--- src/rtl/pc_fetch_pkg.sv ---
// Shared types and constants for the fetch sequencer: FSM states, next-PC
// select codes and default vectors.
package pc_fetch_pkg;

  localparam int unsigned INSTR_BYTES       = 4;
  localparam logic [31:0] DEFAULT_RESET_VEC = 32'h0000_0000;
  localparam logic [31:0] DEFAULT_TRAP_VEC  = 32'h0000_0100;

  typedef enum logic [1:0] {
    ST_IDLE  = 2'd0,
    ST_FETCH = 2'd1,
    ST_DRAIN = 2'd2,
    ST_HOLD  = 2'd3
  } fetch_state_e;

  typedef enum logic [1:0] {
    PC_SEL_KEEP = 2'd0,
    PC_SEL_INC  = 2'd1,
    PC_SEL_TGT  = 2'd2,
    PC_SEL_PEND = 2'd3
  } pc_sel_e;

  function automatic logic is_misaligned(input logic [31:0] addr);
    return addr[1:0] != 2'b00;
  endfunction

endpackage

--- src/rtl/pc_fetch_ctrl_pc_next_sel.sv ---
// Combinational next-PC mux (keep / +4 / redirect target / pending target)
// with redirect sanitising; PC_FETCH_MISALIGN_CHECK_EN selects trap vs. mask.
module pc_next_sel
  import pc_fetch_pkg::*;
#(
  parameter logic [31:0] TRAP_VEC = DEFAULT_TRAP_VEC
) (
  input  logic [31:0] pc,
  input  logic [31:0] pend,
  input  logic [31:0] redirect_target,
  input  pc_sel_e     sel,
  output logic [31:0] target_eff,
  output logic [31:0] next_pc,
  output logic        misaligned
);

`ifdef PC_FETCH_MISALIGN_CHECK_EN
  assign misaligned = is_misaligned(redirect_target);
  assign target_eff = misaligned ? TRAP_VEC : redirect_target;
`else
  // Low target bits are dropped, so they and the trap vector are intentionally unused.
  logic unused_bits;
  assign unused_bits = ^{redirect_target[1:0], TRAP_VEC};
  assign misaligned  = 1'b0;
  assign target_eff  = {redirect_target[31:2], 2'b00};
`endif

  always_comb begin
    next_pc = pc;
    case (sel)
      PC_SEL_KEEP: next_pc = pc;
      PC_SEL_INC:  next_pc = pc + 32'(INSTR_BYTES);
      PC_SEL_TGT:  next_pc = target_eff;
      PC_SEL_PEND: next_pc = pend;
      default:     next_pc = pc;
    endcase
  end

endmodule

--- src/rtl/pc_fetch_ctrl.sv ---
// Fetch sequencer: owns the PC, issues instruction-memory requests and feeds
// decode through a one-entry buffer. Optional feature: PC_FETCH_MISALIGN_CHECK_EN.
module pc_fetch_ctrl
  import pc_fetch_pkg::*;
#(
  parameter logic [31:0] RESET_VEC = DEFAULT_RESET_VEC,
  parameter logic [31:0] TRAP_VEC  = DEFAULT_TRAP_VEC
) (
  input  logic         clk,
  input  logic         rst,
  input  logic         redirect_valid,
  input  logic [31:0]  redirect_target,
  input  logic         stall,
  output logic         imem_req,
  output logic [31:0]  imem_addr,
  input  logic         imem_ack,
  input  logic [31:0]  imem_rdata,
  output logic         if_valid,
  output logic [31:0]  if_pc,
  output logic [31:0]  if_instr,
  output logic         misalign_trap,
  output fetch_state_e dbg_state
);

  // Handshakes: imem_req/imem_addr come only from registered state and pc;
  // once imem_req is high the address holds until imem_ack is sampled high
  // (ack may arrive in the request cycle). Decode consumes when if_valid && !stall.

  fetch_state_e state_q, state_d;
  logic [31:0]  pc_q, pc_d;
  logic [31:0]  pend_q, pend_d;
  logic         if_valid_q, if_valid_d;
  logic [31:0]  if_pc_q, if_pc_d;
  logic [31:0]  if_instr_q, if_instr_d;
  logic         trap_q, trap_d;

  pc_sel_e      pc_sel;
  logic [31:0]  target_eff;
  logic         misaligned;
  logic         consume;

  pc_next_sel #(
    .TRAP_VEC(TRAP_VEC)
  ) u_pc_next_sel (
    .pc              (pc_q),
    .pend            (pend_q),
    .redirect_target (redirect_target),
    .sel             (pc_sel),
    .target_eff      (target_eff),
    .next_pc         (pc_d),
    .misaligned      (misaligned)
  );

  assign consume = if_valid_q && !stall;

  always_ff @(posedge clk) begin
    if (rst) begin
      state_q    <= ST_IDLE;
      pc_q       <= RESET_VEC;
      pend_q     <= 32'h0;
      if_valid_q <= 1'b0;
      if_pc_q    <= 32'h0;
      if_instr_q <= 32'h0;
      trap_q     <= 1'b0;
    end else begin
      state_q    <= state_d;
      pc_q       <= pc_d;
      pend_q     <= pend_d;
      if_valid_q <= if_valid_d;
      if_pc_q    <= if_pc_d;
      if_instr_q <= if_instr_d;
      trap_q     <= trap_d;
    end
  end

  always_comb begin
    state_d    = state_q;
    pend_d     = pend_q;
    if_valid_d = if_valid_q;
    if_pc_d    = if_pc_q;
    if_instr_d = if_instr_q;
    pc_sel     = PC_SEL_KEEP;
    trap_d     = 1'b0;

    case (state_q)
      ST_IDLE: state_d = ST_FETCH;

      ST_FETCH: begin
        if (imem_ack && redirect_valid) begin
          pc_sel = PC_SEL_TGT;
        end else if (imem_ack) begin
          if_valid_d = 1'b1;
          if_pc_d    = pc_q;
          if_instr_d = imem_rdata;
          pc_sel     = PC_SEL_INC;
          state_d    = ST_HOLD;
        end else if (redirect_valid) begin
          // Address must stay put until the outstanding response returns.
          pend_d  = target_eff;
          state_d = ST_DRAIN;
        end
      end

      ST_DRAIN: begin
        if (redirect_valid) pend_d = target_eff;
        if (imem_ack) begin
          pc_sel  = redirect_valid ? PC_SEL_TGT : PC_SEL_PEND;
          state_d = ST_FETCH;
        end
      end

      ST_HOLD: begin
        if (redirect_valid) begin
          if_valid_d = 1'b0;
          pc_sel     = PC_SEL_TGT;
          state_d    = ST_FETCH;
        end else if (consume) begin
          if_valid_d = 1'b0;
          state_d    = ST_FETCH;
        end
      end

      default: state_d = ST_IDLE;
    endcase

    if (state_q != ST_IDLE && redirect_valid && misaligned) trap_d = 1'b1;
  end

  assign imem_req      = (state_q == ST_FETCH) || (state_q == ST_DRAIN);
  assign imem_addr     = pc_q;
  assign if_valid      = if_valid_q;
  assign if_pc         = if_pc_q;
  assign if_instr      = if_instr_q;
  assign misalign_trap = trap_q;
  assign dbg_state     = state_q;

endmodule

--- config.mk ---
export PLATFORM = sky130hd
export DESIGN_NAME = pc_fetch_ctrl
export DESIGN_NICKNAME = d
export VERILOG_FILES = /design/src/rtl/pc_fetch_pkg.sv /design/src/rtl/pc_fetch_ctrl_pc_next_sel.sv /design/src/rtl/pc_fetch_ctrl.sv
export SDC_FILE = /design/constraint.sdc
export NUM_CORES = 1
export LEC_CHECK = 0
export ABC_CLOCK_PERIOD_IN_PS = 6950
export BUFFER_PORTS_ARGS = -buffer_cell sky130_fd_sc_hd__buf_2
export CORE_UTILIZATION = 57
export DETAILED_ROUTE_END_ITERATION = 6
export PLACE_DENSITY = 0.95
export SLEW_MARGIN = 20
export SYNTH_ARGS = -nofsm -noshare
export SYNTH_HDL_FRONTEND = slang
export SYNTH_HIERARCHICAL = 1
export SYNTH_SLANG_ARGS = --single-unit
--- constraint.sdc ---
create_clock -name clk -period 6.95 [get_ports clk]
set_input_delay 0.3475 -clock clk [delete_from_list [all_inputs] [get_ports clk]]
set_output_delay 0.3475 -clock clk [all_outputs]
set_load 0.02 [all_outputs]
=== After elaboration in Yosys (flattened, before gate mapping) ===
Index checks and enable logic that the tools add are counted.

* Reductions and logical operators: 12
* Add/subtract/negate cells: 1
* Equality and inequality tests: 12
* Bitwise logic cells: 1
* Multiplexer cells: 23

{| class="wikitable"
|+ Operators with widths
! operator !! number
|-
| $mux 32 || 3
|-
| $pmux 32 s3 || 1
|-
| $pmux 32 s2 || 1
|-
| $add 32x3->32 const B || 1
|-
| $mux 2 || 9
|-
| $eq 2x2->1 const B || 4
|-
| $ne 2x2->1 const B || 4
|-
| $pmux 2 s4 || 1
|-
| $reduce_and 4->1 || 2
|-
| $mux 1 || 6
|-
| $ne 3x3->1 const B || 2
|-
| $pmux 2 s3 || 1
|-
| $reduce_and 3->1 || 2
|-
| $eq 2x1->1 const B || 2
|-
| $logic_not 2->1 || 2
|-
| $reduce_bool 2->1 || 2
|-
| $logic_and 1x1->1 || 2
|-
| $pmux 1 s2 || 1
|-
| $logic_not 1->1 || 1
|-
| $logic_or 1x1->1 || 1
|-
| $not 1->1 || 1
|}

* Output and inout port bits: 101
* Bits of input ports: 69
* Register bits after elaboration: 131
* Logic and storage cells: 55

=== Logic depth before layout (Yosys ltp) ===
Gate-level depths: netlist of the first run.

* Depth after elaboration: 5
* Depth in mapped cells: 14
* Gate-level depth less buffers: 12

=== Modules after synthesis ===
Netlist of the first run, hierarchy kept.

{| class="wikitable"
|+ By module, submodules not included
! module !! cells an instance !! times used !! area each (um2)
|-
| pc_fetch_ctrl || 524 || 1 || 4581.9
|-
| pc_next_sel || 285 || 1 || 1740.4
|}

=== Worst setup path after synthesis of the first run ===
OpenSTA, ideal clock, no wires.

* Path type: flip-flop to flip-flop
* From: register state_q[0], in the netlist dbg_state[0]
* To: register pc_q[28], in the netlist imem_addr[28]
* Library setup time: 0.128 ns
* Path buffers: 3
* Data arrival time: 2.406 ns
* Stages on the path, launching flop included: 12
* Slack: 4.416 ns
* Data required time: 6.822 ns
* Path through: dfxtp_1 -> ha_1 -> a21oi_1 -> nor2_1 -> a21oi_1 -> nor2_1 -> clkbuf_1 -> clkbuf_1 -> buf_1 -> mux2i_1 -> o221ai_1 -> nor2b_1

* Cells in the longest elaborated chain, start to end: 4

{| class="wikitable"
|+ RTL lines
! element !! RTL line !! text
|-
| start: declaration || pc_fetch_ctrl.sv:29 || <nowiki>fetch_state_e state_q, state_d;</nowiki>
|-
| start signal: assignment || pc_fetch_ctrl.sv:66 || <nowiki>state_q <= state_d;</nowiki>
|-
| $eq 2x2->1 or $eq 2x1->1 (tied branches) || pc_fetch_ctrl.sv:85 || <nowiki>case (state_q)</nowiki>
|-
| $pmux 2 s3 * || pc_fetch_ctrl.sv:85 ||
|-
| named net pc_sel[1] || pc_fetch_ctrl.sv:37 || <nowiki>pc_sel_e pc_sel;</nowiki>
|-
| $eq 2x2->1 or $eq 2x1->1 (tied branches) || pc_fetch_ctrl_pc_next_sel.sv:30 || <nowiki>case (sel)</nowiki>
|-
| $pmux 32 s3 * || pc_fetch_ctrl_pc_next_sel.sv:30 ||
|-
| named net pc_d[28] || pc_fetch_ctrl.sv:30 || <nowiki>logic [31:0] pc_q, pc_d;</nowiki>
|-
| end signal: assignment || pc_fetch_ctrl.sv:67 || <nowiki>pc_q <= pc_d;</nowiki>
|-
| end: declaration || pc_fetch_ctrl.sv:30 ||
|}

Mark *: on every way through the listed nets, which the timed path passes. The rest lies on a longest branch.
A chain may end at the register's enable or synchronous reset.

=== Worst setup path in the final report of the first run ===
* From: register state_q[1], in the netlist dbg_state[1]
* To: register pc_q[26], in the netlist imem_addr[26]

The elaborated chain is that of the path after synthesis.

==> results of run 1 <==
-- registers in the layout, indices dropped and copies added, names as in the netlist --
register and count:
if_instr 32, if_pc 32, imem_addr 32, pend_q 32, dbg_state 2, if_valid 1
misalign_trap 1
-- power by group through the flow --
stage	logic (mW)	registers [mW]	clock network (mW)
after floorplan	0.296	0.935	0
after global placement	0.420	0.904	0
after detailed placement	0.435	0.907	0
after CTS	0.440	0.893	0.975
after global routing	0.483	0.903	1.02
final	0.445	0.896	0.967
-- worst max-delay path: stages (launching register included) --
cell and delay, ns:
sky130_fd_sc_hd__dfxtp_1 0.35, sky130_fd_sc_hd__inv_1 0.15, sky130_fd_sc_hd__ha_1 0.34, sky130_fd_sc_hd__a21oi_1 0.13
sky130_fd_sc_hd__nor2_1 0.10, sky130_fd_sc_hd__a21oi_1 0.07, sky130_fd_sc_hd__nor2_4 0.09, sky130_fd_sc_hd__buf_4 0.57
sky130_fd_sc_hd__clkinv_1 0.94, sky130_fd_sc_hd__nor2_1 1.12, sky130_fd_sc_hd__a21oi_1 0.15, sky130_fd_sc_hd__o21ai_0 0.15
sky130_fd_sc_hd__nor2b_1 0.20
-- metrics by stage --
step	hold slack [ns]	instance area (um2)
after CTS	0.0410	7470
final	0.0562	7470
after global routing	0.0530	7470
after detailed placement	0.443	6830
after floorplan	0.433	6330
after global placement	0.438	6830
-- per-layer routing --
metal | part of all wire (%) | global-route usage (%) | up-vias
met5 | 0 | 0 | -
met4 | 3.5 | 12.8 | 0
met3 | 10 | 7.93 | 73
met2 | 47 | 50.0 | 401
met1 | 39 | 34.9 | 2841
li1 | - | - | 2934
-- final timing paths --
check	cells past startpoint	startpoint	to	slack, ns
worst min-delay path	3	imem_rdata[19]	if_instr[19]$_SDFFE_PP0P_	0.06
worst max-delay path	12	dbg_state[1]$_SDFFE_PP0P_	imem_addr[26]$_SDFF_PP0_	2.46
worst max register to register	12	dbg_state[1]$_SDFFE_PP0P_	imem_addr[26]$_SDFF_PP0_	2.46
worst min register to register	2	if_instr[27]$_SDFFE_PP0P_	if_instr[27]$_SDFFE_PP0P_	0.45
-- Yosys cell counts (6+ instances only) --
master / n / area (um2)
sky130_fd_sc_hd__nand2_1: 222 / 833
sky130_fd_sc_hd__dfxtp_1: 132 / 2640
sky130_fd_sc_hd__a21oi_1: 124 / 621
sky130_fd_sc_hd__buf_4: 41 / 308
sky130_fd_sc_hd__nor2b_1: 38 / 238
sky130_fd_sc_hd__clkbuf_1: 28 / 105
sky130_fd_sc_hd__nor2_1: 24 / 90.1
sky130_fd_sc_hd__mux2i_1: 18 / 180
sky130_fd_sc_hd__o21ai_0: 17 / 85.1
sky130_fd_sc_hd__nand3_1: 15 / 75.1
sky130_fd_sc_hd__inv_1: 11 / 41.3
sky130_fd_sc_hd__nor3_1: 11 / 55.1
sky130_fd_sc_hd__buf_6: 10 / 113
sky130_fd_sc_hd__ha_1: 9 / 113
sky130_fd_sc_hd__o22ai_1: 9 / 56.3
sky130_fd_sc_hd__nor4_1: 8 / 50.1
sky130_fd_sc_hd__buf_2: 6 / 30.0
-- logic make-up (layout without fill, tap and decap cells) --
group | count (synthesis) | in the layout
flip-flops | 132 | 132
buffers and inverters | 103 | 218
adder cells (fa/ha/maj) | 9 | 9
AND/OR/NAND/NOR | 347 | 347
multiplexers | 23 | 23
AO/OA/AOI/OAI | 194 | 194
other | 1 | 3
-- final cells by class --
type	instances	area share, %
timing repair buffer	173	11.8
tap	140	2.35
clock buffer	17	5.54
inverter	13	0.653
sequential	132	35.4
multi-input combinational	576	41.2
clock inverter	15	3.05
==> reports/summary.md, run 1 <==
• CTS tree: built
• vias in the first global route: 5,557
• Logic pwr share: 19.3%
• maximum number of pins on one net before global-route repair: 94
• Worst Setup Path Type: reg -> reg
• detailed placement HPWL: 11.1 mm
• total of cells resized after clock tree synthesis: 0
• Post-route DRC: 0
• Post-Synth Adder-Cell Area: 1.78%
• first-pass GRT wire length: 26.6 mm
• via/cell ratio: 5.86
• worst vdd ir: 0.000212 V
• Fin Setup TNS: 0 ns
• Post-Route WL: 17.2 mm
• Die W: 107 um
• clock tree skew after final layout: 0.00738 ns
• prevailing post-synth register cell: sky130_fd_sc_hd__dfxtp_1
• required time worst endpoint: 7.39 ns
• commonest non-fill, non-tap cell in the layout: sky130_fd_sc_hd__nand2_1
• vertical die dimension: 107 um
• Clock Latency Late Sink: 0.52 ns
• average cell area after synthesis: 7.81 um2
• Yosys warnings: 6
• placed instance count: 1,034
• final setup violation count: 0
• placeable core area: 10,800 um2
• startpoint kind of the worst setup timing path: flop
• CTS H-tree depth: 4
• outcome: finished, final reports clean
• compound-gate portion of the synthesized area: 17.9%
• fin. max-slew vios: 0
• port buffer count: 167
• reported leakage power: 3.07 nW
• count of antenna diodes in the layout: 0
• count of antenna-violating nets left after detailed routing: 0
• gate count after technology mapping: 809
• Std-Cell Rows: 38
• area of the multi-input gates: 3080 um2
• endpoint type of the worst setup path: flop
• internal power: 1.61 mW
• relative contribution of the clock network to total power: 41.9%
• final setup slack of the worst path: 2.46 ns
• Layout area overhead: 18.1%
• unrepaired setup endpoints after global routing: false
• tightest slew margin relative to the limit: 29.1%
• Synth Register Bits: 132
• switching power total: 0.698 mW
• mux share of post-synthesis cell area: 3.92%
• Design Power: 2.31 mW
• number of buffers created by CTS: 17
• Unique masters post-synth: 63
• placer's final routability congestion estimate: 0.876
• area of the die: 11,500 um2
• simple-gate share of the synthesized area: 24.6%
• class of the worst hold path: in -> reg
• Final min period: 4.49 ns
• total via count in the routed design: 6,249
• arrival time of data at the critical path endpoint: 4.93 ns
• final hold violation count: 0
• post-synthesis instance area: 6320 um2
• transition time of the tightest slew-check pin: 1.06 ns
• clock edge transition at the registers on the reported setup and hold paths: 0.06 ns
• commonest non-fill, non-tap cells in the layout: sky130_fd_sc_hd__nand2_1 (222), sky130_fd_sc_hd__buf_2 (166), sky130_fd_sc_hd__dfxtp_1 (132)
• routed wire length per instance: 16.1 um
• GRT Resource Usage Total: 29.5%
• share of power burned in registers: 38.8%
• Initial Util: 58.3%
• timing-limited maximum frequency: 223 MHz
• Max Buffers Root-to-Sink: 2
• FF/Latch Area: 2640 um2
• CTS Hold Bufs: 0
• number of sinks driven by the clock tree: 132
• CTS root buf: sky130_fd_sc_hd__clkbuf_8
• XOR/XNOR Fraction of Synth Area: 0%
• number of primary I/O pins: 170
• dominant combinational cell family by area after synthesis: simple AND/OR/NAND/NOR gates
• number of fill cells in the layout: 840
• utilization of the core after routing: 68.9%
• Setup WS pre-CTS: 2.77 ns
• router iterations before antenna repair: 6
• async set or reset register ratio after synthesis: 0%
• part of the Yosys area used for sequential elements: 41.8%
• post-layout instance count excluding filler cells: 1,066
• post-CTS setup buffers: 0
• initial antenna violation count: 0
• number of nets in the layout: 991
• net switching share of the total power: 30.2%
• number of synthesized flops with an enable pin: 0
• share of post-route cells with drive strength above 1: 24.5%
• ratio of final minimum period to clock period: 64.6%
• overflow left after global routing: 0
• largest fanout on the critical path: 69
• PD cells: 309 nW/um2
• max_cap viols: 0
• drt initial violations: 904
Note: power is estimated with default switching activity, not from simulation.
==> run 2: changes to the inputs <==
ABC_CLOCK_PERIOD_IN_PS = 4300   (was 6950)
CORE_UTILIZATION = 53   (was 57)
PLACE_DENSITY = 0.9   (was 0.95)
clock period = 4.3 ns   (was 6.95 ns; I/O delays follow)
==> reports/summary.md, run 2 (synthesis results as in run 1) <==
• detailed placement HPWL: 10.9 mm, was 11.1 mm
• number of buffer and inverter instances along the worst setup path: 2, was 3
• number of nets in the layout: 991, unchanged
• total of cells resized after clock tree synthesis: 0, unchanged
• maximum number of pins on one net before global-route repair: 110, was 94
• CTS Hold Bufs: 0, unchanged
• final hold violation count: 0, unchanged
• largest fanout on the critical path: 28, was 69
• area of the die: 12,400 um2, was 11,500 um2
• class of the worst hold path: in -> reg, unchanged
• cell family with most CP delay: simple AND/OR/NAND/NOR gates, was buffers and inverters
• PD cells: 467 nW/um2, was 309 nW/um2
• arrival time of data at the critical path endpoint: 4.01 ns, was 4.93 ns
• FF/Latch Area: 2640 um2, unchanged
• initial antenna violation count: 1, was 0
• placeable core area: 11,500 um2, was 10,800 um2
• Max Buffers Root-to-Sink: 2, unchanged
• routed wire length per instance: 15.2 um, was 16.1 um
• Worst Setup Path Type: reg -> reg, unchanged
• Post-route DRC: 40, was 0
• final setup violation count: 0, unchanged
• cell-by-cell trace of the critical path: inv_1 -> ha_1 -> a21oi_1 -> nor2_1 -> a21oi_1 -> nor2_4 -> clkinv_1 -> nor2_1 -> nand2_1 -> o211ai_1 -> nor2b_1, was inv_1 -> ha_1 -> a21oi_1 -> nor2_1 -> a21oi_1 -> nor2_4 -> buf_4 -> clkinv_1 -> nor2_1 -> a21oi_1 -> o21ai_0 -> nor2b_1
• vertical die dimension: 111 um, was 107 um
• Design Power: 3.45 mW, was 2.31 mW
• Fin Setup TNS: 0 ns, unchanged
• Initial Util: 54.9%, was 58.3%
• area of the multi-input gates: 3090 um2, was 3080 um2
• biggest cell delay along the critical path: 0.90 ns, was 1.12 ns
• number of primary I/O pins: 170, unchanged
• overflow left after global routing: 0, unchanged
• clock tree skew after final layout: 0.00879 ns, was 0.00738 ns
• ratio of final minimum period to clock period: 85.2%, was 64.6%
• router iterations before antenna repair: 7, was 6
• CTS H-tree depth: 4, unchanged
• startpoint kind of the worst setup timing path: flop, unchanged
• CTS tree: built, unchanged
• fin. max-slew vios: 0, unchanged
• Final min period: 3.66 ns, was 4.49 ns
• commonest non-fill, non-tap cell in the layout: sky130_fd_sc_hd__nand2_1, unchanged
• reported leakage power: 3.03 nW, was 3.07 nW
• Std-Cell Rows: 39, was 38
• vias in the first global route: 5,363, was 5,557
• violated checks: design-rule violations
• placer's final routability congestion estimate: 0.811, was 0.876
• number of sinks driven by the clock tree: 132, unchanged
• count of antenna-violating nets left after detailed routing: 0, unchanged
• required time worst endpoint: 4.65 ns, was 7.39 ns
• Die W: 111 um, was 107 um
• GRT Resource Usage Total: 26.6%, was 29.5%
• max_cap viols: 0, unchanged
• number of buffers created by CTS: 17, unchanged
• Layout area overhead: 16.8%, was 18.1%
• port buffer count: 167, unchanged
• Clock Latency Late Sink: 0.42 ns, was 0.52 ns
• post-CTS setup buffers: 0, unchanged
• endpoint type of the worst setup path: flop, unchanged
• via/cell ratio: 5.58, was 5.86
• CTS root buf: sky130_fd_sc_hd__clkbuf_16, was sky130_fd_sc_hd__clkbuf_8
• drt initial violations: 731, was 904
• commonest non-fill, non-tap cells in the layout: sky130_fd_sc_hd__nand2_1 (222), sky130_fd_sc_hd__buf_2 (166), sky130_fd_sc_hd__dfxtp_1 (132), unchanged
• unrepaired setup endpoints after global routing: false, unchanged
• number of fill cells in the layout: 974, was 840
• outcome: complete, but fails checks, was finished, final reports clean
• tightest slew margin relative to the limit: 23.7%, was 29.1%
• timing-limited maximum frequency: 273 MHz, was 223 MHz
• total via count in the routed design: 5,969, was 6,249
• clock edge transition at the registers on the reported setup and hold paths: 0.06 ns, about the same
• worst vdd ir: 0.000248 V, was 0.000212 V
• share of post-route cells with drive strength above 1: 24.0%, was 24.5%
• Post-Route WL: 16.3 mm, was 17.2 mm
• Crit-path slowest cell: sky130_fd_sc_hd__nor2_1, unchanged
• first-pass GRT wire length: 26.3 mm, was 26.6 mm
• transition time of the tightest slew-check pin: 1.14 ns, was 1.06 ns
[run 2: metrics by stage]
step	setup slack, ns	utilization (%)	cells	hold slack, ns	instance area (um2)
after floorplan	1.77	-	811	0.351	6330
after global placement	0.794	59.5	1037	0.439	6850
after detailed placement	0.742	59.5	1037	0.443	6850
after CTS	0.720	64.1	1069	0.0191	7380
after global routing	0.334	64.1	1070	0.0278	7390
final	0.637	64.1	1070	0.0280	7390
[run 2: final cells by class]
class                           count  area share [%]
Multi-Input combinational cell    576            41.8
Sequential cell                   132            35.8
Timing Repair Buffer              173            12.2
Clock buffer                       21            5.96
Tap cell                          143            2.42
Clock inverter                     11            1.19
Inverter                           13           0.661
Antenna cell                        1          0.0339
[run 2: layer usage]
metal | track usage [%] | up-vias | wire length [um]
li1 | - | 2935 | -
met1 | 33.0 | 2720 | 7030
met2 | 42.9 | 282 | 7610
met3 | 7.44 | 32 | 1290
met4 | 12.2 | 0 | 320
met5 | 0 | - | 0
[run 2: worst min-delay path, stage by stage]
cell	delay (ns)
sky130_fd_sc_hd__buf_2	0.09
sky130_fd_sc_hd__nand2_1	0.04
sky130_fd_sc_hd__a21oi_1	0.05
[run 2: final timing paths]
| kind | startpoint | to | slack, ns | depth (start not counted) |
|---|---|---|---|---|
| min | imem_rdata[0] | if_instr[0]$_SDFFE_PP0P_ | 0.03 | 3 |
| max | dbg_state[1]$_SDFFE_PP0P_ | imem_addr[24]$_SDFF_PP0_ | 0.64 | 11 |
| min reg2reg | if_instr[0]$_SDFFE_PP0P_ | if_instr[0]$_SDFFE_PP0P_ | 0.45 | 2 |
| max reg2reg | dbg_state[1]$_SDFFE_PP0P_ | imem_addr[24]$_SDFF_PP0_ | 0.64 | 11 |
[run 2: report_power, final]
| part | internal (mW) | switching (mW) |
|---|---|---|
| Combinational | 0.276 | 0.435 |
| Clock | 0.784 | 0.514 |
| Sequential | 1.32 | 0.118 |
| Total | 2.39 | 1.07 |
